--- src/rtl/riscv_biu_arb.sv ---
// Arbitrates the single core memory bus between instruction fetch and data access.
// Round-robin on simultaneous requests, with a per-transaction acknowledge timeout.
module riscv_biu_arb #(
    parameter int XLEN    = 32,
    parameter int TIMEOUT = 255
) (
    input  logic              clk,
    input  logic              rstn,
    input  logic              if_req,
    input  logic [XLEN-1:0]   if_adr,
    output logic              if_ack,
    output logic              if_err,
    input  logic              dm_req,
    input  logic              dm_we,
    input  logic [XLEN/8-1:0] dm_be,
    input  logic [XLEN-1:0]   dm_adr,
    input  logic [XLEN-1:0]   dm_wdata,
    output logic              dm_ack,
    output logic              dm_err,
    output logic [XLEN-1:0]   rdata,
    output logic              bus_req,
    output logic              bus_we,
    output logic [XLEN/8-1:0] bus_be,
    output logic [XLEN-1:0]   bus_adr,
    output logic [XLEN-1:0]   bus_wdata,
    input  logic              bus_ack,
    input  logic              bus_err,
    input  logic [XLEN-1:0]   bus_rdata
);

    localparam int CNT_W = $clog2(TIMEOUT + 1);
    localparam logic [CNT_W-1:0] TO_LAST = CNT_W'(TIMEOUT - 1);

    typedef enum logic {IDLE, BUSY} state_t;

    state_t           state, state_nxt;
    logic             owner_dm;
    logic             last_dm;
    logic [CNT_W-1:0] cnt;
    logic             grant;
    logic             grant_dm;
    logic             done;
    logic             tmo;
    logic             ack_any;
    logic             err_any;

    assign grant    = (state == IDLE) && (if_req || dm_req);
    // On a tie, DM wins only when IF had the previous grant.
    assign grant_dm = dm_req && (!if_req || !last_dm);
    assign done     = bus_ack || bus_err;
    assign tmo      = (cnt == TO_LAST) && !done;

    assign bus_req  = (state == BUSY);
    assign rdata    = bus_rdata;

    always_ff @(posedge clk) begin
        if (!rstn) state <= IDLE;
        else       state <= state_nxt;
    end

    always_comb begin
        state_nxt = state;
        case (state)
            IDLE:    if (grant) state_nxt = BUSY;
            BUSY:    if (done || tmo) state_nxt = IDLE;
            default: state_nxt = IDLE;
        endcase
    end

    // Completion is routed combinationally; a bus error masks a simultaneous ack.
    always_comb begin
        ack_any = 1'b0;
        err_any = 1'b0;
        if (state == BUSY && rstn) begin
            ack_any = bus_ack && !bus_err;
            err_any = bus_err || tmo;
        end
        if_ack = ack_any && !owner_dm;
        if_err = err_any && !owner_dm;
        dm_ack = ack_any && owner_dm;
        dm_err = err_any && owner_dm;
    end

    always_ff @(posedge clk) begin
        if (!rstn) begin
            owner_dm  <= 1'b0;
            last_dm   <= 1'b0;
            cnt       <= '0;
            bus_we    <= 1'b0;
            bus_be    <= '0;
            bus_adr   <= '0;
            bus_wdata <= '0;
        end else if (grant) begin
            owner_dm  <= grant_dm;
            last_dm   <= grant_dm;
            cnt       <= '0;
            bus_we    <= grant_dm ? dm_we : 1'b0;
            bus_be    <= grant_dm ? dm_be : '1;
            bus_adr   <= grant_dm ? dm_adr : if_adr;
            bus_wdata <= grant_dm ? dm_wdata : '0;
        end else if (state == BUSY && !done) begin
            cnt <= cnt + CNT_W'(1);
        end
    end

endmodule
--- config.mk ---
export PLATFORM = sky130hd
export DESIGN_NAME = riscv_biu_arb
export DESIGN_NICKNAME = d
export VERILOG_FILES = /design/src/rtl/riscv_biu_arb.sv
export SDC_FILE = /design/constraint.sdc
export NUM_CORES = 1
export LEC_CHECK = 0
export BUFFER_PORTS_ARGS = -buffer_cell sky130_fd_sc_hd__buf_2
export CORE_AREA = 2 2 96 98
export DETAILED_ROUTE_END_ITERATION = 10
export DIE_AREA = 0 0 98 100
export PLACE_DENSITY_LB_ADDON = 0.2
export SLEW_MARGIN = 20
export SYNTH_ARGS = -nofsm -noshare
export SYNTH_HDL_FRONTEND = slang
export SYNTH_SLANG_ARGS = --single-unit
--- constraint.sdc ---
create_clock -name clk -period 2.2 [get_ports clk]
set_clock_uncertainty 0.1 [all_clocks]
set_input_delay 0.55 -clock clk [delete_from_list [all_inputs] [get_ports clk]]
set_output_delay 0.55 -clock clk [all_outputs]
set_load 0.01 [all_outputs]
==> summary.md, run 1 <==
| Metric | Value |
|---|---|
| Vias in the first global route | roughly 2600 |
| HP Start | dm_wdata[13] |
| Ant diodes | 0 |
| # fillers | slightly below 900 |
| CTS clk-pin slew, worst paths | about 90 ps |
| Post-Synthesis Cells | about 290 |
| Die area | 9800 um^2 |
| Longest Clk Path Bufs | 2 |
| PwrDens | approximately 720 nW/um^2 |
| WL per Instance | about 14 um |
| CP max FO | 2 |
| Largest net degree at the start of global routing | 40 |
| RSZ-0062 raised after global routing | true |
| FF-to-FF Start | bus_req$_SDFF_PN0_ |
| First-pass GRT wire length | approximately 13000 um |
| Post-Syn Nets | approximately 430 |
| Routability cong. | 0.773 |
| Initial Utilization | 0.360 |
| Total Wirelength | slightly below 8000 um |
| Share of cells above drive strength 1 | 0.508 |
| Setup crit start kind | register |
| Max Clk Rate | 456 MHz |
| Num CTS Buffers | 9 |
| Root Buffer Master | clkbuf_8 |
| Clock Latency Late Sink | around 340 ps |
| CTS tree | yes |
| 1st-iter DRT viols | 64 |
| WHS Path Cells | 2 |
| Gr usage total | 0.159 |
| Area grow syn2layout | 32.9% |
| Grt ovf | 0 |
| DP Wirelength | 5750 um |
| Num ports | roughly 250 |
| Worst slew margin | 0.758 |
| Seq/Total Area, Yosys | 0.494 |
| Leak pwr | between 2 and 2.5 nW |
| Die W | ~98 um |
| Core Box Area | around 9000 um^2 |
| Die Span Y | approximately 100 um |
| Final hold vios | 0 |
| Ys Warns | 0 |
| Final ANT Viol Nets | 0 |
| Slew Limit Fails | 0 |
| Peak VDD IR | roughly 0.36 mV |
| Crit-path max cell delay | between 300 and 400 ps |
| CTS sink cnt | between 70 and 80 |
| Final period util | 0.996 |
| Row cnt | 35 |
| Total iterations of the first detailed-routing run | 4 |
| Slowest-stage cell, CP | dfxtp_2 |
| Worst setup EP type | output port |
| Reg2reg end | cnt[7]$_SDFFE_PP0P_ |
| Vias | roughly 2700 |
| Placed inst area | ~4000 um^2 |
| H-tree Lvls | 3 |
| Worst-Margin Slew | 363 ps |
| Initial antenna violation count | 0 |
| CP Class | register to output port |
| Synth Cell Area | between 3000 and 4000 um^2 |
| Final Cell Area | roughly 4300 um^2 |
| Residual DRC | 0 |
| Required time of the critical path | approximately 1600 ps |
| Pre-CTS setup slack | 122 ps |
| Drt via density | ~5.0 |
| Worst path arrival time | 1540 ps |
| Yosys reg bits | 79 |
| Final setup viols | 0 |
| CP Cell Sequence | inv_2 > ha_4 > and4b_1 > a21oi_2 > nor4bb_1 > buf_2 |
| Min-Delay Path Class | input port to register |
| Synth Area per Inst | around 11 um^2 |
| Minimum clock period | approximately 2200 ps |
| PnR worst setup slack | about 7.8 ps |
| Unique masters post-synth | 40 |
| IO buf count | between 150 and 200 |
| Outcome | complete, no violations |
| Reg2reg path depth | 3 |
| Hold EP | bus_wdata[13]$_SDFFE_PN0P_ |
| FF-to-FF setup slack | about 540 ps |
| Max-cap viol count | 0 |
| Nets | approximately 580 |
[cell families (layout without fill, tap and decap cells)]
kind of cell	count (synthesis)	in the layout	share of synthesized area
AOI/OAI and AO/OA	86	86	0.228
DFF	79	79	0.494
buffers and inverters	54	208	0.104
muxes	33	33	0.103
and+or+nand+nor	30	30	0.0594
adders and majority gates	2	2	0.00782
xor gates and xnor gates	1	1	0.00274
[placed cells by master, fill, tap and decap left out, types with 4 or more instances in the layout]
cell type | synthesis | routed
dfxtp_2 | 0 | 4
clkbuf_8 | 0 | 9
buf_12 | 0 | 4
a22o_1 | 33 | 33
a21oi_1 | 6 | 5
dfxtp_1 | 79 | 75
mux2i_1 | 33 | 33
buf_4 | 32 | 6
o221a_2 | 4 | 4
buf_2 | 8 | 180
nand2_1 | 7 | 7
o2bb2ai_1 | 32 | 32
[where the power goes]
part	internal (mW)	total, mW	leakage [nW]	switching, mW
clock network	0.422	0.983	0.0866	0.562
logic	0.261	0.512	1.32	0.251
registers	1.53	1.58	0.651	0.0515
[routing by layer]
metal / routed length, um / global-route usage
met5: 0 / 0
met4: 174 / 0.0801
met3: 791 / 0.0585
met2: 3720 / 0.256
met1: 3250 / 0.187
[critical path, delay by kind of cell, from the launching register on]
family,cells,cell delay (ps)
AO/OA/AOI/OAI,1,60
adder cells (fa/ha/maj),1,120
buffers and inverters,2,250
flip-flops,1,330
AND/OR/NAND/NOR,2,440
[cell usage after synthesis]
cell / instances / area share
a211oi_1: 1 / 0.0023
a21boi_0: 1 / 0.0023
a21o_1: 1 / 0.0023
a21oi_1: 6 / 0.0094
a22o_1: 33 / 0.090
a31o_2: 1 / 0.0027
a41oi_1: 1 / 0.0027
and2_1: 1 / 0.0020
and3b_1: 1 / 0.0027
and4_1: 1 / 0.0027
and4b_1: 1 / 0.0031
and4bb_2: 1 / 0.0039
buf_1: 3 / 0.0035
buf_2: 8 / 0.013
buf_4: 32 / 0.075
clkbuf_1: 8 / 0.0094
clkbuf_2: 1 / 0.0016
dfxtp_1: 79 / 0.49
ha_1: 2 / 0.0078
inv_1: 2 / 0.0023
mux2i_1: 33 / 0.10
nand2_1: 7 / 0.0082
nand2b_1: 1 / 0.0020
nand3_1: 2 / 0.0031
nand3b_1: 2 / 0.0047
nand4_1: 2 / 0.0039
nor2_1: 3 / 0.0035
nor3b_1: 3 / 0.0070
nor4bb_1: 1 / 0.0031
o21a_1: 1 / 0.0023
o21ai_0: 1 / 0.0016
o21ba_2: 1 / 0.0031
o21bai_1: 1 / 0.0023
o221a_2: 4 / 0.014
o2bb2ai_1: 32 / 0.088
o31ai_1: 2 / 0.0047
or3_1: 1 / 0.0020
or3b_1: 1 / 0.0027
or4_1: 2 / 0.0047
xnor2_1: 1 / 0.0027
[per-stage QoR]
stage	util	setup TNS, ps	std cells	power, mW	hold WS [ps]
floorplan	-	0	285	1.93	361
global placement	0.452	0	530	2.12	342
detailed placement	0.452	0	530	2.13	343
CTS	0.478	-12.8	550	3.13	293
global route	0.478	-70.8	550	3.24	295
finish	0.478	0	550	3.08	315
[worst max path at each step]
stage	startpoint	endpoint	cells after the start
floorplan	bus_ack	if_err	3
global placement	bus_ack	if_err	5
detailed placement	bus_ack	if_err	5
CTS	cnt[0]$_SDFFE_PP0P_	if_err	6
global route	cnt[0]$_SDFFE_PP0P_	if_err	6
finish	cnt[0]$_SDFFE_PP0P_	if_err	6
[state kept, by name, indices dropped and copies added, names as in the netlist]
signal and flops:
bus_adr 32, bus_be 4, bus_req 1, bus_wdata 32, bus_we 1, cnt 8, last_dm 1
[area by class of cell]
| class | instances | area [um^2] | share of cell area |
|---|---|---|---|
| Multi-Input combinational cell | 152 | 1320 | 0.309 |
| Sequential cell | 79 | 1590 | 0.373 |
| Clock buffer | 9 | 124 | 0.0291 |
| Inverter | 2 | 7.51 | 0.00177 |
| Clock inverter | 7 | 55.1 | 0.0129 |
| Tap cell | 111 | 139 | 0.0327 |
| Timing Repair Buffer | 190 | 1030 | 0.241 |
[timing repair]
item | CTS | global route
gates resized for setup | 8 | 1
setup endpoints to repair | 2 | 2
pin swaps | 3 | 1
setup buffers | 4 | 0
hold buffers | 0 | 0
Power figures use the tool's default switching activity.
==> inputs of run 2 (changes only) <==
==> constraint.sdc (replaced) <==
create_clock -name clk -period 2.2 [get_ports clk]
set_clock_uncertainty 0.1 [all_clocks]
set_input_delay 0.55 -clock clk [delete_from_list [all_inputs] [get_ports clk]]
set_output_delay 0.55 -clock clk [all_outputs]
set_load 0.05 [all_outputs]
==> run 2 against run 1 <==
The flow now finishes with violations (setup timing). Sequential power is essentially flat. Highest routed layer unchanged. Via count is 1.1% higher. Sequential share of layout area fell by 0.63 points. Critical path type unchanged. Utilization rose by 0.86 points. Design area grew 1.8%. Non-clock buffer count increased by 5. Final cell count rose by 0.91%. Global-route usage down 0.29 points. Die area stayed put. Setup slack got worse by 100 ps.
==> summary.md, run 2 (synthesis results as in run 1) <==
| Metric | Value |
|---|---|
| Outcome | finished with violations |
| Failing checks | setup timing |
| Largest net degree at the start of global routing | 38 (-5.0%) |
| Final period util | 1.04 (+0.0464) |
| Root Buffer Master | clkbuf_8 |
| Gr usage total | 0.156 (-0.00285) |
| Finished Core Util | 0.487 (+0.00859) |
| Num CTS Buffers | 9 (unchanged) |
| CP Class | register to output port |
| Final ANT Viol Nets | 0 (unchanged) |
| FF/Latch Area | 1590 um^2 (about the same) |
| CTS tree | yes |
| IO buf count | 180 (unchanged) |
| Post-route insts no fill | 555 (+0.91%) |
| DP Wirelength | 5980 um (+3.9%) |
| Total iterations of the first detailed-routing run | 4 (unchanged) |
| Die W | 98 um (unchanged) |
| Final hold vios | 0 (unchanged) |
| Area of the multi-input gates | 1340 um^2 (+1.9%) |
| Share of cells above drive strength 1 | 0.520 (+0.0123) |
| Worst path arrival time | 1640 ps (+100 ps) |
| Ant diodes | 0 (unchanged) |
| Slew Limit Fails | 0 (unchanged) |
| HP Start | dm_wdata[4] |
| CTS sink cnt | 79 (unchanged) |
| Total negative slack | -164 ps (-164 ps) |
| Core Box Area | 8890 um^2 (unchanged) |
| Slowest-stage cell, CP | dfxtp_2 |
| Initial antenna violation count | 0 (unchanged) |
| Setup crit start kind | register |
| Initial Utilization | 0.360 (unchanged) |
| Vias in the first global route | 2573 (-2.1%) |
| Clock Latency Late Sink | 340 ps (about the same) |
| Num ports | 245 (unchanged) |
| Crit-path max cell delay | 330 ps (about the same) |
| Row cnt | 35 (unchanged) |
| Commonest non-fill, non-tap cells in the layout | 178 x buf_2, 76 x dfxtp_1, 33 x a22o_1, 33 x mux2i_1, 32 x o2bb2ai_1 |
| Worst setup EP type | output port |
| Worst setup path start | cnt[0]$_SDFFE_PP0P_ |
| Die area | 9800 um^2 (unchanged) |
| PwrDens | 806 nW/um^2 (+11%) |
| Vias | 2765 (+1.1%) |
| FF-to-FF Start | bus_req$_SDFF_PN0_ |
| WL per Instance | 14.6 um (+0.87%) |
| Required time of the critical path | 1550 ps (about the same) |
| Minimum clock period | 2290 ps (+102 ps) |
| # fillers | 842 (-5.0%) |
| Die Span Y | 100 um (unchanged) |
| Worst slew margin | 0.743 (-0.0152) |
| Pre-CTS setup slack | -14.4 ps (-137 ps) |
| CTS clk-pin slew, worst paths | 80 ps (about the same) |
| CP Cell Sequence | inv_2 > ha_4 > and4b_1 > a21oi_2 > nor4bb_2 > buf_4 |
| PnR worst setup slack | -94.3 ps (-102 ps) |
| 1st-iter DRT viols | 84 (+31%) |
| Max Clk Rate | 436 MHz (-4.5%) |
| CP max FO | 2 (unchanged) |
| Final Cell Area | 4330 um^2 (+1.8%) |
| Commonest non-fill, non-tap cell in the layout | buf_2 |
| Total Wirelength | 8080 um (+1.8%) |
| Max-cap viol count | 0 (unchanged) |
| Grt ovf | 0 (unchanged) |
| Residual DRC | 0 (unchanged) |
| Worst-Margin Slew | 386 ps (+23.5 ps) |
| H-tree Lvls | 3 (unchanged) |
| Final setup viols | 2 (+2) |
| Longest Clk Path Bufs | 2 (unchanged) |
| Area grow syn2layout | 35.3% |
| Leak pwr | 2.10 nW (+1.9%) |
| Total power draw | 3.49 mW (+13%) |
| RSZ-0062 raised after global routing | true |
| CTS Hold Bufs | 0 (unchanged) |
| Min-Delay Path Class | input port to register |
| Routability cong. | 0.790 (+2.3%) |
| First-pass GRT wire length | 12200 um (-3.2%) |
| Placed inst area | 4040 um^2 (+0.56%) |
| Biggest regs | bus_adr x32, bus_wdata x32, cnt x8 |
| DP Cell Count | 533 (+0.57%) |
| Nets | 580 (+0.87%) |
| WHS | 318 ps (+2.98 ps) |
| Drt via density | 4.98 (+0.19%) |
| Peak VDD IR | 0.330 mV (-9.1%) |
==> run 2: routing by layer <==
metal | routed length, um | up-vias | share of wire | global-route usage
met5 | 0 | - | 0 | 0
met4 | 172 | 0 | 0.021 | 0.0652
met3 | 850 | 17 | 0.11 | 0.0662
met2 | 3890 | 154 | 0.48 | 0.265
met1 | 3160 | 1242 | 0.39 | 0.173
li1 | - | 1352 | - | -
==> run 2: worst max-delay path, delay by kind of cell, from the launching register on <==
family	cells	cell delay (ps)
compound gates	1	80
fa+ha+maj	1	120
buf+inv	2	310
flops	1	330
simple gates	2	470
==> run 2: area by class of cell <==
type / instances / share of cell area
flip-flops and latches: 79 / 0.367
multi-input cells: 152 / 0.310
repair buffers: 195 / 0.242
clock buffers: 11 / 0.0350
well taps: 111 / 0.0321
clock inverters: 5 / 0.0130
inverters: 2 / 0.00173
==> run 2: where the power goes <==
part / leakage, nW / switching, mW / internal [mW]
Clock: 0.105 / 0.513 / 0.584
Combinational: 1.35 / 0.546 / 0.261
Sequential: 0.651 / 0.0543 / 1.53
==> run 2: timing repair <==
action	in CTS	in global routing
pin swaps	3	3
gates resized for setup	11	1
buffers inserted	4	2
setup endpoints to repair	2	2
endpoints found under the hold margin	0	0
==> run 2: final timing paths <==
kind | depth (start not counted) | slack, ps | endpoint
max | 6 | -90 | if_err
min | 2 | 320 | bus_wdata[4]$_SDFFE_PN0P_
min reg2reg | 1 | 360 | bus_adr[7]$_SDFFE_PN0P_
max reg2reg | 3 | 410 | cnt[7]$_SDFFE_PP0P_
